<file path="config.mk">
export PLATFORM = sky130hd
export DESIGN_NAME = keycode_sequencer
export DESIGN_NICKNAME = d
export VERILOG_FILES = /design/src/rtl/keycode_sequencer.sv
export SDC_FILE = /design/constraint.sdc
export NUM_CORES = 1
export LEC_CHECK = 0
export CAP_MARGIN = 10
export CORE_MARGIN = 4
export CORE_UTILIZATION = 50
export DETAILED_ROUTE_END_ITERATION = 16
export GPL_ROUTABILITY_DRIVEN = 0
export MAX_ROUTING_LAYER = met4
export PLACE_DENSITY = 0.74
export SLEW_MARGIN = 20
export SYNTH_ARGS = -nofsm -noshare
export SYNTH_HDL_FRONTEND = slang
export SYNTH_SLANG_ARGS = --single-unit
</file>
<file path="constraint.sdc">
create_clock -name frame_clk -period 3.25 [get_ports frame_clk]
set_input_delay 0.65 -clock frame_clk [delete_from_list [all_inputs] [get_ports frame_clk]]
set_output_delay 0.65 -clock frame_clk [all_outputs]
set_load 0.02 [all_outputs]
</file>
<file path="src/rtl/keycode_sequencer.sv">
// Queues USB HID keycodes and plays each one on the keycode output for a fixed
// number of frames, optionally followed by a run of 8'h00 frames before the next key.
module keycode_sequencer #(
  parameter int DEPTH       = 4,
  parameter int HOLD_FRAMES = 8,
  parameter int GAP_FRAMES  = 1
) (
  input  logic       frame_clk,
  input  logic       Reset,
  input  logic       wr_valid,
  input  logic [7:0] wr_keycode,
  output logic       wr_ready,
  input  logic       flush,
  input  logic       clr_overflow,
  output logic [7:0] keycode,
  output logic [4:0] fifo_count,
  output logic       overflow,
  output logic       busy
);

  localparam int         PW        = $clog2(DEPTH);
  localparam logic [4:0] DEPTH_C   = 5'(DEPTH);
  localparam logic [7:0] HOLD_INIT = 8'(HOLD_FRAMES - 1);
  localparam logic [7:0] GAP_INIT  = (GAP_FRAMES > 0) ? 8'(GAP_FRAMES - 1) : 8'h00;
  localparam bit         GAP_EN    = (GAP_FRAMES > 0);

  typedef enum logic [1:0] {IDLE, HOLD, GAP} state_t;

  state_t          state_q, state_d;
  logic [7:0]      keycode_q, keycode_d;
  logic [7:0]      hold_cnt_q, hold_cnt_d;
  logic [7:0]      gap_cnt_q, gap_cnt_d;
  logic [PW-1:0]   wr_ptr_q, wr_ptr_d;
  logic [PW-1:0]   rd_ptr_q, rd_ptr_d;
  logic [4:0]      count_q, count_d;
  logic            overflow_q, overflow_d;
  logic [7:0]      mem_q [DEPTH];
  logic [7:0]      mem_d [DEPTH];

  logic            push, pop, drop, fifo_nonempty;
  logic [7:0]      head;

  assign wr_ready      = (count_q < DEPTH_C);
  assign fifo_nonempty = (count_q != 5'd0);
  assign head          = mem_q[rd_ptr_q];
  assign keycode       = keycode_q;
  assign fifo_count    = count_q;
  assign overflow      = overflow_q;
  assign busy          = (state_q != IDLE) || fifo_nonempty;

  always_comb begin
    push       = wr_valid && wr_ready && !flush && (wr_keycode != 8'h00);
    drop       = wr_valid && !wr_ready && !flush && (wr_keycode != 8'h00);
    // A drop at the same edge as a clear keeps the flag set.
    overflow_d = drop || (overflow_q && !clr_overflow);

    pop        = 1'b0;
    state_d    = state_q;
    keycode_d  = keycode_q;
    hold_cnt_d = hold_cnt_q;
    gap_cnt_d  = gap_cnt_q;

    unique case (state_q)
      IDLE: begin
        keycode_d = 8'h00;
        if (fifo_nonempty) begin
          pop        = 1'b1;
          keycode_d  = head;
          hold_cnt_d = HOLD_INIT;
          state_d    = HOLD;
        end
      end
      HOLD: begin
        if (hold_cnt_q != 8'h00) begin
          hold_cnt_d = hold_cnt_q - 8'd1;
        end else if (GAP_EN) begin
          state_d   = GAP;
          keycode_d = 8'h00;
          gap_cnt_d = GAP_INIT;
        end else if (fifo_nonempty) begin
          pop        = 1'b1;
          keycode_d  = head;
          hold_cnt_d = HOLD_INIT;
        end else begin
          state_d   = IDLE;
          keycode_d = 8'h00;
        end
      end
      GAP: begin
        keycode_d = 8'h00;
        if (gap_cnt_q != 8'h00) begin
          gap_cnt_d = gap_cnt_q - 8'd1;
        end else if (fifo_nonempty) begin
          pop        = 1'b1;
          keycode_d  = head;
          hold_cnt_d = HOLD_INIT;
          state_d    = HOLD;
        end else begin
          state_d = IDLE;
        end
      end
      default: begin
        state_d   = IDLE;
        keycode_d = 8'h00;
      end
    endcase

    mem_d = mem_q;
    if (push) mem_d[wr_ptr_q] = wr_keycode;

    wr_ptr_d = push ? wr_ptr_q + 1'b1 : wr_ptr_q;
    rd_ptr_d = pop  ? rd_ptr_q + 1'b1 : rd_ptr_q;
    count_d  = count_q + {4'd0, push} - {4'd0, pop};

    // Flush wins over everything except the overflow flag.
    if (flush) begin
      state_d    = IDLE;
      keycode_d  = 8'h00;
      hold_cnt_d = 8'h00;
      gap_cnt_d  = 8'h00;
      wr_ptr_d   = '0;
      rd_ptr_d   = '0;
      count_d    = 5'd0;
    end
  end

  always_ff @(posedge frame_clk or posedge Reset) begin
    if (Reset) begin
      state_q    <= IDLE;
      keycode_q  <= 8'h00;
      hold_cnt_q <= 8'h00;
      gap_cnt_q  <= 8'h00;
      wr_ptr_q   <= '0;
      rd_ptr_q   <= '0;
      count_q    <= 5'd0;
      overflow_q <= 1'b0;
    end else begin
      state_q    <= state_d;
      keycode_q  <= keycode_d;
      hold_cnt_q <= hold_cnt_d;
      gap_cnt_q  <= gap_cnt_d;
      wr_ptr_q   <= wr_ptr_d;
      rd_ptr_q   <= rd_ptr_d;
      count_q    <= count_d;
      overflow_q <= overflow_d;
    end
  end

  // Storage is only readable through the pointers, so it needs no reset.
  always_ff @(posedge frame_clk) begin
    mem_q <= mem_d;
  end

endmodule

</file>
**After elaboration in Yosys (flattened, before gate mapping)**

Cells that the tools add are included.

- Bits in registers: 68
- Memories: 0
- Output and inout port bits: 16
- Latch bits: 0
- RAM bits: 0
- Memory bits (read-only): 0

- Bitwise logic cells: 2
- $mul: 0
- Add/sub/neg operators: 6
- Shift-type cells: 0
- Muxes and demuxes: 33
- Div/mod/pow operators: 0
- Reductions and logical operators: 26
- Equal/unequal tests: 7
- Order comparisons: 4

Operator list:

| kind | number |
|---|---|
| 8-bit two-way mux | 13 |
| 8-bit case mux with 3 select lines | 2 |
| 32-bit bitwise mux | 1 |
| 8-bit nonzero test | 3 |
| 8-bit binary-select mux with 2-bit select | 1 |
| 8-bit demux with 2-bit select | 1 |
| 2-bit two-way mux | 8 |
| 8-bit case mux with 2 select lines | 1 |
| 8-bit by 1-bit subtractor with 8-bit output (second input constant) | 2 |
| 3-bit != test (second input constant) | 5 |
| 3-bit AND reduction | 3 |
| 1-bit logical AND | 8 |
| 3-bit greater-or-equal comparator (second input constant) | 2 |
| 2-bit NOT with 3-bit output | 2 |
| 2-bit case mux with 3 select lines | 1 |
| 2-bit nonzero test | 3 |
| 5-bit by 1-bit adder with 5-bit output | 1 |
| 5-bit by 3-bit < comparator with 1-bit output (second input constant) | 1 |
| 5-bit two-way mux | 1 |
| 5-bit nonzero test | 1 |
| 5-bit by 1-bit subtractor with 5-bit output | 1 |
| 2-bit by 1-bit adder with 2-bit output (second input constant) | 2 |
| 4-bit nonzero test | 1 |
| 1-bit zero test | 3 |
| other kinds (8) | 11 |

**Depth between registers and ports, before layout**

Gate-level depths: netlist (run 1).

- Word-level depth: 8
- Mapped depth: 15
- Depth with buffers taken out: 15

**Least setup slack after synthesis (run 1)**

OpenSTA, ideal clock, no wires.

- Path type: reg2reg
- From: register count_q[3], in the netlist fifo_count[3]
- To: register count_q[4], in the netlist fifo_count[4]
- Library setup time: 0.136 ns
- Slack: -0.032 ns
- Data arrival time: 3.145 ns
- Stages on the path, launching flop included: 16
- Buffers on the path: 0
- Cell sequence: dfrtp_1 -> inv_1 -> ha_1 -> a21boi_0 -> inv_1 -> nor2_1 -> inv_1 -> ha_1 -> inv_1 -> ha_1 -> inv_1 -> fa_1 -> nand2b_1 -> a21oi_1 -> or3_1 -> a21oi_1

- Word-level cells in the longest chain between the ends: 7

Ends and longest elaborated chain:

| element | line | source |
|---|---|---|
| from (decl) | 35 | `logic [4:0] count_q, count_d;` |
| from (signal assigned) | 144 | `count_q <= count_d;` |
| 5-bit by 3-bit < comparator with 1-bit output | 43 | `assign wr_ready = (count_q < DEPTH_C);` |
| named net wr_ready | 12 | `output logic wr_ready,` |
| 1-bit logical AND (3 in series) | 52 | `push = wr_valid && wr_ready && !flush && (wr_keycode != 8'h00);` |
| 5-bit by 1-bit adder with 5-bit output | 113 | `count_d = count_q + {4'd0, push} - {4'd0, pop};` |
| 5-bit by 1-bit subtractor with 5-bit output | 113 |  |
| 5-bit two-way mux | 116 | `if (flush) begin` |
| named net count_d[4] | 35 |  |

The timed path passes the listed nets, and every way through them passes these cells.
A chain may end at the register's enable or synchronous reset.

**Worst setup path after layout (run 1)**

- From: input port wr_keycode[5]
- To: register count_q[4], in the netlist fifo_count[4]

- Word-level cells in the longest chain between the ends: 5

Ends and longest elaborated chain:

| element | line | source |
|---|---|---|
| from (decl) | 11 | `input logic [7:0] wr_keycode,` |
| 8-bit nonzero test | 52 |  |
| 1-bit logical AND | 52 |  |
| 5-bit by 1-bit adder with 5-bit output | 113 |  |
| 5-bit by 1-bit subtractor with 5-bit output | 113 |  |
| 5-bit two-way mux | 116 |  |
| named net count_d[4] | 35 |  |

The timed path passes the listed nets, and every way through them passes these cells.

==> results of run 1 <==
layout make-up:
class                           instances  area, sq um
Clock buffer                            9          124
Clock inverter                          7         82.6
Fill cell                             487         2380
Inverter                               26         97.6
Multi-Input combinational cell        153         1280
Sequential cell                        68         1860
Tap cell                               77         96.3
Timing Repair Buffer                   43          395
through the flow:
stage | setup slack (ps) | hold WS [ps] | utilization | setup TNS [ps]
3_3_place_gp | -75.9 | 496 | 0.587 | -75.9
2_1_floorplan | 178 | 504 | - | 0
4_1_cts | 172 | 519 | 0.620 | 0
3_5_place_dp | -143 | 499 | 0.587 | -143
6_report | 297 | 518 | 0.624 | 0
5_1_grt | 47.3 | 540 | 0.624 | 0
routing by layer:
layer / wire length, microns / track usage / share of wire / up-vias
met4: 135 / 0.0824 / 0.022 / 0
met5: 0 / - / 0 / -
li1: - / - / - / 1043
met1: 2910 / 0.252 / 0.47 / 1041
met2: 2900 / 0.271 / 0.47 / 33
met3: 186 / 0.0307 / 0.030 / 12
worst paths after layout:
check | from | endpoint | slack, ps | cells after the start
max reg2reg | fifo_count[2] | fifo_count[4] | 340 | 14
max | wr_keycode[5] | fifo_count[4] | 300 | 15
max in group asynchronous | Reset | hold_cnt_q[1] | 2210 | 3
min in group asynchronous | Reset | keycode[6] | 710 | 3
min reg2reg | keycode[0] | keycode[0] | 520 | 1
min | keycode[0] | keycode[0] | 520 | 1
worst register-to-register path, stage by stage (launching register included):
cell and delay (ps):
dfrtp_1 400, inv_1 80, ha_1 190, nor4b_2 160
or2_2 360, nor2_2 200, ha_1 270, inv_1 50
ha_1 160, inv_1 60, fa_1 370, nand2b_1 160
a21oi_2 140, or3_1 110, a21oi_1 60
timing repair:
item / 4_1_cts / 5_1_grt
hold endpoints to repair: 0 / 0
gates resized for setup: 0 / 6
endpoints found under the setup margin: 0 / 1
placed cells by master (no fill, tap or decap), types with 3 or more instances in the layout:
cell / instances
or4_1: 3
nor2_1: 12
mux4_2: 8
clkdlybuf4s50_1: 27
clkbuf_8: 9
ha_1: 16
a22o_1: 8
dfrtp_1: 36
a31oi_1: 4
nand2b_1: 4
nand3_1: 3
inv_1: 26
nand2_1: 11
o21ai_0: 6
mux2i_1: 4
nor4_1: 3
edfxtp_1: 32
inv_6: 3
o22ai_1: 6
a21oi_1: 12
and2_1: 4
buf_4: 15
o31a_1: 4
nor2b_1: 3
power by group through the flow:
stage                     clock network [mW]  registers [mW]  logic (mW)
after detailed placement                   0            1.25        1.25
after global placement                     0            1.24        1.22
after CTS                              0.741            1.23        1.26
final                                  0.723            1.23        1.27
after floorplan                            0            1.26       0.820
after global routing                   0.778            1.26        1.43
logic make-up after synthesis:
kind of cell / after synthesis
DFF: 68
and+or+nand+nor: 61
AOI/OAI and AO/OA: 58
buffers and inverters: 33
adders and majority gates: 17
muxes: 14
xor gates and xnor gates: 3
state kept, by name (all words and copies together) (netlist names), 2 cells and up:
name / flops
keycode: 8
mem_q: 32
hold_cnt_q: 8
rd_ptr_q: 2
fifo_count: 5
gap_cnt_q: 8
wr_ptr_q: 2
state_q: 2
==> impl_metrics.toml, run 1 <==
[sta]
rsz0062_at_grt = "false"
setup_violations = 0
worst_pin_slew_ps = 649
min_period_over_period = 0.909
fmax_ghz = 0.339
clock_skew_ps = 8.10
slew_violations = 0
period_needed_ps = 2950
max_slew_margin = 0.564
hold_violations = 0

[power]
power_frac_comb = 0.394
netSwitchingPower_mw = 1.18
netSwitchingFraction = 0.365
ir_worst_vdd_mv = 0.510
p_clk_frac = 0.225
power.total_mw = 3.22
power.leakage_nw = 1.59
p_int_mw = 2.04
p_per_area_mw_per_mm2 = 817
seqPwrFrac = 0.381

[final_layout]
layout.cells.non_filler = 383
antenna_cells = 0
area_growth_pct = 21.3
fin_nets = 331
drive_above_1_share = 0.180
final_area_sq_mm = 0.00394

[routing]
drt_iter0_drc = 119
num_vias = 2129
wl_mm = 6.13
drc = 0
first_pass_iters = 4
drtAntennaViolNets = 0
via_per_inst = 5.56
wire_per_inst_microns = 16.0

[clock_tree]
cts_setup_buffers = 0
h-tree-depth = 3
cts_hold_buf = 0
cts_root_buf = "clkbuf_8"
clkTransAtPathRegs_ps = 80
clk_latency_ps = 350
cts.sinks = 68
clk_path_buf_depth = 2
cts_tree = "done"
cts_buffers = 9

[min_path]
hp-class = "reg -> reg"

[synth]
ys.warnings.count = 0
synthAdderAreaFrac = 0.0678
synth_most_common_cell = "dfrtp_1"
synth.cell_area_sq_mm = 0.00325
ys_seq_elements = 68
synthTopCellsByArea = "edfxtp_1 (30%), dfrtp_1 (28%), ha_1 (6.2%), mux4_2 (5.5%), inv_1 (3.0%)"
synthMuxAreaShare = 0.0748
avgSynthCellArea_sq_um = 12.8
synth-seq-area-share = 0.573
synth-xor-area-share = 0.00809
synth-edff-count = 32
synth_top_family_by_area = "compound AO/OA/AOI/OAI gates"
syn_nets = 284
synth_top_area_frac = 0.296
synthCells = 254
async_flop_share = 0.529
ys.flop_type = "dfrtp_1"
synthTopCellsByCount = "dfrtp_1 (36), edfxtp_1 (32), inv_1 (26)"
synth_compound_area_frac = 0.124
synthDistinctLibCells = 55
synth-simple-area-share = 0.113
yosys.area.top_type = "edfxtp_1"

[floorplan]
initial_core_util = 0.514
io-pin-count = 29
dieArea_sq_mm = 0.00785
core_region_area_sq_mm = 0.00631
rows = 29
die_w_microns = 88.6
die_y_microns = 88.6

[place]
dp_cells = 367
dpl-instance-area_sq_mm = 0.00371
dp_hpwl_mm = 4.38
port_buffers = 28

[global_route]
grt_pass1_wl_mm = 10.4
grt_overflow = 0
grt_max_degree = 37
antenna_found_initial = 0
grt_use_total = 0.184
grt_pass1_vias = 2123

[critical_path]
worstSetupPathType = "in -> reg"
crit_fanout = 2
slowest_stage = "clkdlybuf4s50_1"
cp_common_cell = "inv_1"
cp.required_ps = 3470
slowest_delay_ps = 490
critPathTopFamily = "adder cells"
cp_num_buf_inv = 5
startpoint_type = "primary input"
end_kind = "flop"
cp.arrival_ps = 3180
cp_cell_sequence = "clkdlybuf4s50_1 -> nor4_1 -> buf_4 -> a211o_1 -> nor2_2 -> inv_1 -> ha_1 -> inv_1 -> ha_1 -> inv_1 -> fa_1 -> nand2b_1 -> a21oi_2 -> or3_1 -> a21oi_1"

[run_status]
status = "complete, no violations"

[flow_run]
maxCapViolations = 0
No activity file was read; power rests on OpenSTA's default activity.
==> run 2: changes to the inputs <==
--- a/config.mk
+++ b/config.mk
@@ -6,5 +6,4 @@
 export NUM_CORES = 1
 export LEC_CHECK = 0
-export CAP_MARGIN = 10
 export CORE_MARGIN = 4
 export CORE_UTILIZATION = 50
==> constraint.sdc (replaced) <==
create_clock -name frame_clk -period 3.3 [get_ports frame_clk]
set_input_delay 0.495 -clock frame_clk [delete_from_list [all_inputs] [get_ports frame_clk]]
set_output_delay 0.495 -clock frame_clk [all_outputs]
set_load 0.02 [all_outputs]
==> run 2 against run 1 <==
  * Die area unchanged
  * Clock-buffer cell count up 1
  * Routed wire length is 1.8% higher
  * Non-clock buffer count down 10
  * Sequential power is essentially flat
  * Critical endpoint unchanged
==> impl_metrics.toml, run 2 (same netlist as run 1, synthesis figures left out) <==
[clock_tree]
clk_path_buf_depth = 2
cts_tree = "done"
cts_setup_buffers = 0
cts.sinks = 68
clkTransAtPathRegs_ps = 70
clk_latency_ps = 350
cts_hold_buf = 0
cts_root_buf = "clkbuf_8"
cts_resized = 0
h-tree-depth = 3
cts_buffers = 9

[power]
p_per_area_mw_per_mm2 = 818
seqPwrFrac = 0.387
ir_worst_vdd_mv = 0.456
power_frac_comb = 0.387
p_int_mw = 2.00
netSwitchingFraction = 0.364
power.leakage_nw = 1.53
p_clk_frac = 0.226
netSwitchingPower_mw = 1.15

[global_route]
grt_use_total = 0.188
antenna_found_initial = 0
grt_overflow = 0
grt_pass1_wl_mm = 10.7
grt_pass1_vias = 2180
grt_max_degree = 37

[critical_path]
cp-startpoint = "fifo_count[2]"
startpoint_type = "flop"
crit_fanout = 8
r2r_start = "fifo_count[2]"
cp.required_ps = 3570
cp.arrival_ps = 3200
worstSetupPathType = "reg -> reg"
end_kind = "flop"

[floorplan]
rows = 29
core_region_area_sq_mm = 0.00631
dieArea_sq_mm = 0.00785
initial_core_util = 0.514
io-pin-count = 29
die_y_microns = 88.6
die_w_microns = 88.6

[final_layout]
area_growth_pct = 18.6
post-route-util = 0.610
largest_register_ffs = 32
fin_nets = 321
final_area_sq_mm = 0.00385
nFillCells = 507
drive_above_1_share = 0.145
top_register = "mem_q"
antenna_cells = 0
final_cell_mix = "dfrtp_1 (36), edfxtp_1 (32), clkdlybuf4s50_1 (28), inv_1 (26), ha_1 (16)"
final_common_cell = "dfrtp_1"

[routing]
drt_iter0_drc = 124
num_vias = 2137
wl_mm = 6.24
first_pass_iters = 4
wire_per_inst_microns = 16.7
drc = 0
via_per_inst = 5.73
drtAntennaViolNets = 0

[sta]
fmax_ghz = 0.340
timing.setup.tns_ps = 0
hold_violations = 0
fin_ws_ps = 361
setup_violations = 0
period_needed_ps = 2940
worst_pin_slew_ps = 631
min_period_over_period = 0.890
clock_skew_ps = 9.76
slew_violations = 0
rsz0062_at_grt = "false"
max_slew_margin = 0.577

[flow_run]
maxCapViolations = 0

[place]
dp_worst_setup_slack_ps = 99.3
port_buffers = 28
dpl-instance-area_sq_mm = 0.00363
dp_hpwl_mm = 4.48

[min_path]
hp-class = "reg -> reg"
min_from = "keycode[6]"

[run_status]
status = "complete, no violations"
==> run 2: cell types whose count changed in the layout (fill, tap and decap cells not counted) <==
cell and change:
buf_4 -10, clkinv_4 +3, inv_6 -2, a21oi_1 +1, a21oi_2 -1, clkbuf_8 +1, clkdlybuf4s50_1 +1, clkinvlp_4 -1
dlymetal6s2s_1 -1, inv_8 -1, nor2_1 +1, nor2_2 -1, nor3b_2 +1, nor3b_4 -1
==> run 2: layout make-up <==
| type | count | area, sq um | share of cell area |
|---|---|---|---|
| Multi-Input combinational cell | 153 | 1270 | 0.329 |
| Timing Repair Buffer | 33 | 318 | 0.0825 |
| Clock buffer | 10 | 138 | 0.0357 |
| Tap cell | 77 | 96.3 | 0.0250 |
| Inverter | 26 | 97.6 | 0.0253 |
| Sequential cell | 68 | 1860 | 0.483 |
| Clock inverter | 6 | 72.6 | 0.0188 |
==> run 2: final timing paths <==
kind	to	slack (ps)	cells past startpoint
worst max-delay path	fifo_count[4]	360	14
worst min-delay path	keycode[6]	520	1
worst max register to register	fifo_count[4]	360	14
worst min register to register	keycode[6]	520	1
max in group asynchronous	hold_cnt_q[2]	2400	3
min in group asynchronous	keycode[6]	560	3
==> run 2: power groups by stage <==
stage          logic (mW)  clock network, mW  registers, mW
2_1_floorplan       0.806                  0           1.24
3_3_place_gp         1.18                  0           1.22
3_5_place_dp         1.22                  0           1.23
4_1_cts              1.22              0.722           1.22
5_1_grt              1.37              0.773           1.24
6_report             1.22              0.713           1.22
==> run 2: routing by layer <==
metal / routed length, microns / track usage
met5: 0 / -
met4: 100 / 0.0742
met3: 262 / 0.0456
met2: 2980 / 0.279
met1: 2900 / 0.249
==> run 2: through the flow <==
stage | power, mW | cells | hold slack [ps]
floorplan | 2.04 | 254 | 504
global placement | 2.40 | 357 | 494
detailed placement | 2.45 | 357 | 498
CTS | 3.16 | 373 | 522
global route | 3.38 | 373 | 526
finish | 3.15 | 373 | 517
==> run 2: critical path, cell delays in order (launching register included) <==
cell	delay [ps]
dfrtp_1	400
inv_1	80
ha_1	200
nor4b_2	160
or2_2	360
nor2_2	190
ha_1	260
inv_1	50
ha_1	150
inv_1	50
fa_1	390
nand2b_1	160
a21oi_1	160
o21ai_0	100
a21oi_1	130
